--- src/rtl/fetch_stage.sv ---
// Instruction fetch stage: single-outstanding imem requests feeding an in-order queue toward decode.
// Optional FETCH_CNT_EN adds the fetch_count port (instructions popped to decode).
module fetch_stage #(
  parameter logic [31:0] RESET_PC = 32'h0000_0000,
  parameter int unsigned QDEPTH   = 4
) (
  input  logic        clk,
  input  logic        reset,
  output logic        imem_req,
  output logic [31:0] imem_addr,
  input  logic        imem_ack,
  input  logic [31:0] imem_rdata,
  input  logic        redirect_valid,
  input  logic [31:0] redirect_pc,
  output logic        id_valid,
  input  logic        id_ready,
  output logic [31:0] id_instr,
  output logic [31:0] id_pc4,
  output logic        halt
`ifdef FETCH_CNT_EN
  ,
  output logic [31:0] fetch_count
`endif
);

  localparam int unsigned PTR_W = (QDEPTH > 1) ? $clog2(QDEPTH) : 1;
  localparam int unsigned CNT_W = PTR_W + 1;
  localparam logic [31:0] ALIGN_MASK = 32'hFFFF_FFFC;

  typedef enum logic [1:0] {
    IDLE   = 2'd0,
    WAIT   = 2'd1,
    HALTED = 2'd2
  } stateT;

  stateT state;
  stateT nextState;

  logic [31:0] pcReg;
  logic [31:0] redirPc;
  logic        dropPending;
  logic        stopFetch;

  logic [CNT_W-1:0] count;
  logic [PTR_W-1:0] rdPtr;
  logic [PTR_W-1:0] wrPtr;
  logic [31:0]      instrQ [QDEPTH];
  logic [31:0]      pc4Q   [QDEPTH];

  logic [31:0] redirTarget;
  logic [31:0] headInstr;
  logic        redirTake;
  logic        memAccept;
  logic        pushEn;
  logic        popEn;
  logic        haltPop;
  logic        headIsEnd;
  logic        rdataIsEnd;
  logic        canIssue;
  logic        qNotEmpty;

  assign redirTarget = redirect_pc & ALIGN_MASK;
  assign redirTake   = redirect_valid && (state != HALTED);
  assign qNotEmpty   = (count != '0);
  assign headInstr   = instrQ[rdPtr];
  assign headIsEnd   = (headInstr[31:26] == 6'h3F) && (headInstr[5:0] == 6'h3F);
  assign rdataIsEnd  = (imem_rdata[31:26] == 6'h3F) && (imem_rdata[5:0] == 6'h3F);
  assign canIssue    = !stopFetch && (count < CNT_W'(QDEPTH));

  // A redirect in the same cycle beats both an arriving response and a pop.
  assign memAccept = imem_req && imem_ack;
  assign pushEn    = memAccept && !dropPending && !redirTake;
  assign popEn     = qNotEmpty && id_ready && !redirTake;
  assign haltPop   = popEn && headIsEnd;

  assign imem_addr = pcReg;
  assign id_valid  = qNotEmpty;
  assign id_instr  = qNotEmpty ? headInstr : 32'h0;
  assign id_pc4    = qNotEmpty ? pc4Q[rdPtr] : 32'h0;

  // State register
  always_ff @(posedge clk) begin
    if (reset) begin
      state <= IDLE;
    end else begin
      state <= nextState;
    end
  end

  // Next-state logic
  always_comb begin
    nextState = state;
    case (state)
      IDLE: begin
        if (haltPop) begin
          nextState = HALTED;
        end else if (imem_req && !imem_ack) begin
          nextState = WAIT;
        end
      end
      WAIT: begin
        if (haltPop) begin
          nextState = HALTED;
        end else if (imem_ack) begin
          nextState = IDLE;
        end
      end
      HALTED:  nextState = HALTED;
      default: nextState = IDLE;
    endcase
  end

  // Output decode; request is presented in IDLE as soon as space allows
  always_comb begin
    imem_req = 1'b0;
    halt     = 1'b0;
    if (!reset) begin
      case (state)
        IDLE:    imem_req = canIssue;
        WAIT:    imem_req = 1'b1;
        HALTED:  halt     = 1'b1;
        default: imem_req = 1'b0;
      endcase
    end
  end

  // Fetch pc; a redirect against a presented request is parked until that request is acked
  always_ff @(posedge clk) begin
    if (reset) begin
      pcReg       <= RESET_PC & ALIGN_MASK;
      redirPc     <= RESET_PC & ALIGN_MASK;
      dropPending <= 1'b0;
    end else if (memAccept) begin
      dropPending <= 1'b0;
      if (redirTake) begin
        pcReg <= redirTarget;
      end else if (dropPending) begin
        pcReg <= redirPc;
      end else begin
        pcReg <= pcReg + 32'd4;
      end
    end else if (redirTake) begin
      if (imem_req) begin
        dropPending <= 1'b1;
        redirPc     <= redirTarget;
      end else begin
        pcReg <= redirTarget;
      end
    end
  end

  // Stop issuing once the end word is queued; a redirect discards it and resumes
  always_ff @(posedge clk) begin
    if (reset) begin
      stopFetch <= 1'b0;
    end else if (redirTake) begin
      stopFetch <= 1'b0;
    end else if (pushEn && rdataIsEnd) begin
      stopFetch <= 1'b1;
    end
  end

  // Queue pointers and occupancy
  always_ff @(posedge clk) begin
    if (reset) begin
      count <= '0;
      rdPtr <= '0;
      wrPtr <= '0;
    end else if (redirTake || haltPop) begin
      count <= '0;
      rdPtr <= '0;
      wrPtr <= '0;
    end else begin
      if (pushEn) begin
        wrPtr <= wrPtr + PTR_W'(1);
      end
      if (popEn) begin
        rdPtr <= rdPtr + PTR_W'(1);
      end
      count <= count + CNT_W'(pushEn) - CNT_W'(popEn);
    end
  end

  // Queue storage
  always_ff @(posedge clk) begin
    if (pushEn) begin
      instrQ[wrPtr] <= imem_rdata;
      pc4Q[wrPtr]   <= pcReg + 32'd4;
    end
  end

`ifdef FETCH_CNT_EN
  logic [31:0] fetchCnt;

  // Counts accepted pops only; flushed entries never reach decode
  always_ff @(posedge clk) begin
    if (reset) begin
      fetchCnt <= 32'h0;
    end else if (popEn) begin
      fetchCnt <= fetchCnt + 32'd1;
    end
  end

  assign fetch_count = fetchCnt;
`endif

endmodule

--- config.mk ---
export PLATFORM = sky130hd
export DESIGN_NAME = fetch_stage
export DESIGN_NICKNAME = d
export VERILOG_FILES = /design/src/rtl/fetch_stage.sv
export SDC_FILE = /design/constraint.sdc
export NUM_CORES = 1
export LEC_CHECK = 0
export BUFFER_PORTS_ARGS = -buffer_cell sky130_fd_sc_hd__buf_4
export CORE_AREA = 2 2 168 170
export DETAILED_ROUTE_END_ITERATION = 16
export DIE_AREA = 0 0 170 172
export GPL_TIMING_DRIVEN = 0
export PLACE_DENSITY = 0.74
export SLEW_MARGIN = 20
export SYNTH_ARGS = -nofsm -noshare
export SYNTH_HDL_FRONTEND = slang
export SYNTH_SLANG_ARGS = --single-unit
--- constraint.sdc ---
create_clock -name clk -period 4.7 [get_ports clk]
set_input_delay 0.94 -clock clk [delete_from_list [all_inputs] [get_ports clk]]
set_output_delay 0.94 -clock clk [all_outputs]
set_load 0.05 [all_outputs]
== Word level (Yosys, flattened, before mapping) ==
Memories as Yosys holds them, arrays and structs flattened. A register that Yosys moved wholly into a read port is not among the register bits.
Index checks and enable logic that the tools add are counted.
Storage, ports and cells
  register bits: 73
  bits in writable memories: 256
  input port bits: 69
  output and inout bits: 99
  memories: 2
Cells by class
  add/subtract/negate cells: 5
  magnitude comparators: 1
  equal/unequal tests: 10
  muxes and demuxes: 22
  bitwise gates (word level): 1
  reductions and logical operators: 27
Memories
  instrQ: depth 4, width 32, rd ports 1, clocked after Yosys merged registers in 1, wr ports 1, line 47  | logic [31:0] instrQ [QDEPTH];
  pc4Q: depth 4, width 32, rd ports 1, clocked after Yosys merged registers in 1, wr ports 1, line 48  | logic [31:0] pc4Q [QDEPTH];
Operator list (number)
  $mux W32: 7
  $add A32 B3 Y32 const B: 1
  $eq A6 B6 Y1 const B: 4
  $mux W2: 8
  $logic_and A1 B1 Y1: 12
  $ne A3 B3 Y1 const B: 2
  $pmux W2 S3: 1
  $reduce_and A2 Y1: 3
  $reduce_or A2 Y1: 3
  $mux W1: 5
  $add A2 B1 Y2 const B: 2
  $logic_not A1 Y1: 4
  $add A3 B1 Y3: 1
  $lt A3 B3 Y1 const B: 1
  $reduce_and A3 Y1: 1
  $reduce_bool A3 Y1: 1
  $sub A3 B1 Y3: 1
  $eq A2 B1 Y1 const B: 1
  $eq A2 B2 Y1 const B: 1
  $logic_not A2 Y1: 1
  $ne A2 B1 Y1 const B: 1
  $ne A2 B2 Y1 const B: 1
  $pmux W1 S2: 1
  $reduce_bool A2 Y1: 1
  other kinds (2): 2

== Depth between registers and ports, before layout ==
  word-level depth: 9
  depth in mapped cells: 12
  mapped depth without buffers: 12

== Worst setup path before layout ==
No wires, ideal clock.
  kind: input to register
  from: input redirect_valid
  to: memory instrQ[1][0], enable pin
  setup time: 0.427 ns
  data arrival time: 3.561 ns
  setup slack: 0.713 ns
  stages: 6
  path buffers: 3
  cells stage by stage: nor4b_2 > and2_1 > clkbuf_1 > clkbuf_1 > clkbuf_1 > and3_1
Between the ends
  longest elaborated chain between the ends: 5
Ends and longest elaborated chain
  from (decl): line 13  | input logic redirect_valid,
  $logic_and A1 B1 Y1: line 63  | assign redirTake = redirect_valid && (state != HALTED);
  $logic_not A1 Y1: line 72  | assign pushEn = memAccept && !dropPending && !redirTake;
  $logic_and A1 B1 Y1: line 72
  $mux W1: line 186  | if (pushEn) begin
  $mux W1 (not written as such): line 187  | instrQ[wrPtr] <= imem_rdata;
  to (decl): line 47
Every way passes these cells.

==> flow_summary.json <==
{
  "nets": 1206,
  "period_share_pct": 82.8,
  "critPathCaptureType": "primary output",
  "grt_setup_unrepaired": "no",
  "crit_fanout": 10,
  "place_area_mm2": 0.0152,
  "cp_num_cells": 6,
  "area_delta_synth_final_pct": 21.2,
  "ant_nets": 0,
  "numClockSinks": 321,
  "slew_viol_final": 0,
  "drc": 0,
  "crit_chain": "buf_2, buf_1, clkbuf_1, mux4_2, and2_1, buf_4",
  "port_buffers": 161,
  "ys_ff_latch": 321,
  "synth_top_area_share_pct": 55.3,
  "pwr-share-clk_pct": 41.6,
  "synth.distinct_cells": 60,
  "path_buf_inv": 4,
  "grt_first_pass_wirelength_mm": 48.0,
  "num_io_pins": 168,
  "initial_core_util_pct": 49.0,
  "fp.dieW_um": 170,
  "stdcell_area_mm2": 0.0163,
  "place_inst": 1439,
  "crit_arrival_ns": 2.95,
  "place_hpwl_mm": 21.6,
  "start_kind": "flip-flop",
  "worst_slew_pin_slew_ns": 0.817,
  "cts_buffers": 34,
  "synth_area_leaders": "edfxtp_1 (55%), dfxtp_1 (11%), mux4_2 (10%)",
  "peakVddDrop_uv": 226,
  "hold_violations": 0,
  "wl_mm": 31.1,
  "pwr_density_cell_mw_per_mm2": 387,
  "r2r_end": "count[2]$_SDFF_PP0_",
  "fin_worst_skew_ns": 0.0222,
  "cp_data_required_time_ns": 3.76,
  "postCtsResizedCells": 0,
  "crit_type": "reg -> out",
  "antenna_found_initial": 0,
  "routedWlPerCell_um": 20.8,
  "syn_area_per_cell_um2": 14.5,
  "core_region_area_mm2": 0.0275,
  "tns_ns": 0,
  "drive_gt1_share_pct": 27.2,
  "instances_no_fill": 1496,
  "seq_power_share_pct": 50.2,
  "ys.flop_type": "edfxtp_1",
  "cp_top_family": "buffers and inverters",
  "clkTransAtPathRegs_ns": 0.06,
  "synth_area_leader_cell": "edfxtp_1",
  "maxSlewHeadroom_pct": 45.1,
  "hold_slack_ns": 0.454,
  "status": "complete, no violations",
  "crit_path_top_delay_cell": "clkbuf_1",
  "first_global_vias": 8408,
  "synthesis.area_mm2": 0.0135,
  "gp_congestion": 0.921,
  "power_switching_mw": 1.43,
  "die_area_mm2": 0.0292,
  "r2r.worst_path.cells": 12,
  "p_comb_share_pct": 8.2,
  "endpoint": "id_pc4[11]",
  "grt_max_degree": 48,
  "slowest_delay_ns": 0.58,
  "final_common_cell": "edfxtp_1",
  "layout_common_cells": "edfxtp_1 (248), buf_4 (166), nand2_1 (89)",
  "cts_tree": "yes",
  "intPower_mw": 4.89,
  "r2r_slack_ns": 1.21,
  "fillers": 2142,
  "ys_seq_area_share_pct": 66.2,
  "die_y_um": 172,
  "async_reset_ff_share_pct": 0,
  "synth_edf_count": 248,
  "yosysWarnings": 0,
  "clk_latency_ns": 0.51,
  "antenna_cells": 0,
  "layout_min_cycle_time_ns": 3.89,
  "clock.fmax_ghz": 0.257,
  "switching_share_pct": 22.7,
  "dr.pass1.iters": 5,
  "vias": 8536,
  "cts_hold_buffers": 0,
  "leakage_nw": 5.66,
  "grt_overflow": 0,
  "num_rows": 61,
  "initialDrtViolationCount": 747,
  "cts_setup_buffers": 0,
  "synthCells": 925,
  "cts_max_level": 2,
  "hold_class": "reg -> reg",
  "r2r-start": "stopFetch$_SDFFE_PP0P_",
  "cap_violations": 0,
  "clockBufferDepth": 3,
  "cts-root-buf": "clkbuf_16",
  "viasPerCell": 5.71,
  "finalSetupViolations": 0,
  "grt_usage_pct": 21.6
}
-- synth_stat cells (3+ instances only) --
library cell    n
o21ai_0        18
or4_1           3
mux4_2         62
a21oi_1        44
mux2i_1         3
nand2b_1        4
and3_1         10
a2bb2oi_1       5
or2_2           9
inv_1          15
o32ai_1         3
a211oi_1       12
o211ai_1       10
edfxtp_1      248
nand4_1        16
nand2_1        89
nor3_1         14
mux2_2          4
buf_2          10
dfxtp_1        73
clkbuf_1       41
nor4_1         11
a31oi_1         4
o22ai_1        10
nor2_1         32
xnor2_1        17
nand3_1        11
a21boi_0       10
and2_1         63
ha_1            7
xor2_1          9
o31a_1          4
buf_4           5
o21a_1          9
or3_1           8
-- tightest hold or removal path, stage by stage (launching register included) --
cell	delay (ns)
dfxtp_1	0.31
nand2_1	0.05
a21oi_1	0.05
-- kinds of logic after synthesis --
group,Yosys count,synth area share [%]
buffers and inverters,74,2.35
muxes,70,11.0
AOI/OAI and AO/OA,143,6.94
and+or+nand+nor,282,11.0
xor gates and xnor gates,26,1.69
adders and majority gates,8,0.800
other,1,0.0279
DFF,321,66.2
-- state kept, by name, summed over array words and instances, names as in the netlist, 2 cells and up, named ones only --
signal	flops
state	2
instrQ	128
imem_addr	30
count	3
pc4Q	120
redirPc	30
wrPtr	2
rdPtr	2
-- power by group through the flow --
stage	Combinational (mW)	Sequential, mW	Clock [mW]
4_1_cts	0.519	3.17	2.65
5_1_grt	0.556	3.18	2.78
3_5_place_dp	0.517	3.23	0
2_1_floorplan	0.248	3.29	0
6_report	0.519	3.17	2.63
3_3_place_gp	0.504	3.23	0
-- final cells by class --
type / instances / area (µm²) / area share (%)
inverters: 15 / 56.3 / 0.345
flip-flops and latches: 321 / 8910 / 54.6
clock buffers: 47 / 962 / 5.90
clock inverters: 10 / 124 / 0.759
plain buffers: 59 / 260 / 1.60
well taps: 346 / 433 / 2.65
repair buffers: 165 / 1300 / 7.99
multi-input cells: 533 / 4260 / 26.1
-- metal layers --
metal	vias up	track usage [%]	part of all wire, %
met5	-	0	0
met4	0	4.94	1.5
met3	41	3.89	6.7
met2	318	36.4	49
met1	4237	29.7	43
li1	3940	-	-
-- worst min path at each step --
stage	from	to	slack, ns	cells past startpoint
2_1_floorplan	redirPc[10]$_SDFFE_PP0P_	redirPc[10]$_SDFFE_PP0P_	0.43	2
3_3_place_gp	redirPc[10]$_SDFFE_PP0P_	redirPc[10]$_SDFFE_PP0P_	0.44	2
3_5_place_dp	redirPc[20]$_SDFFE_PP0P_	redirPc[20]$_SDFFE_PP0P_	0.45	2
4_1_cts	redirPc[20]$_SDFFE_PP0P_	redirPc[20]$_SDFFE_PP0P_	0.46	2
5_1_grt	redirPc[21]$_SDFFE_PP0P_	redirPc[21]$_SDFFE_PP0P_	0.47	2
6_report	redirPc[21]$_SDFFE_PP0P_	redirPc[21]$_SDFFE_PP0P_	0.45	2
-- through the flow --
stage / power, mW / setup WS, ns / utilization, %
finish: 6.32 / 0.810 / 59.4
global route: 6.51 / 0.671 / 59.4
global placement: 3.73 / -0.981 / 55.0
detailed placement: 3.75 / 0.730 / 55.4
CTS: 6.34 / 0.764 / 59.4
floorplan: 3.53 / 0.713 / -
No activity file was read; power rests on OpenSTA's default activity.
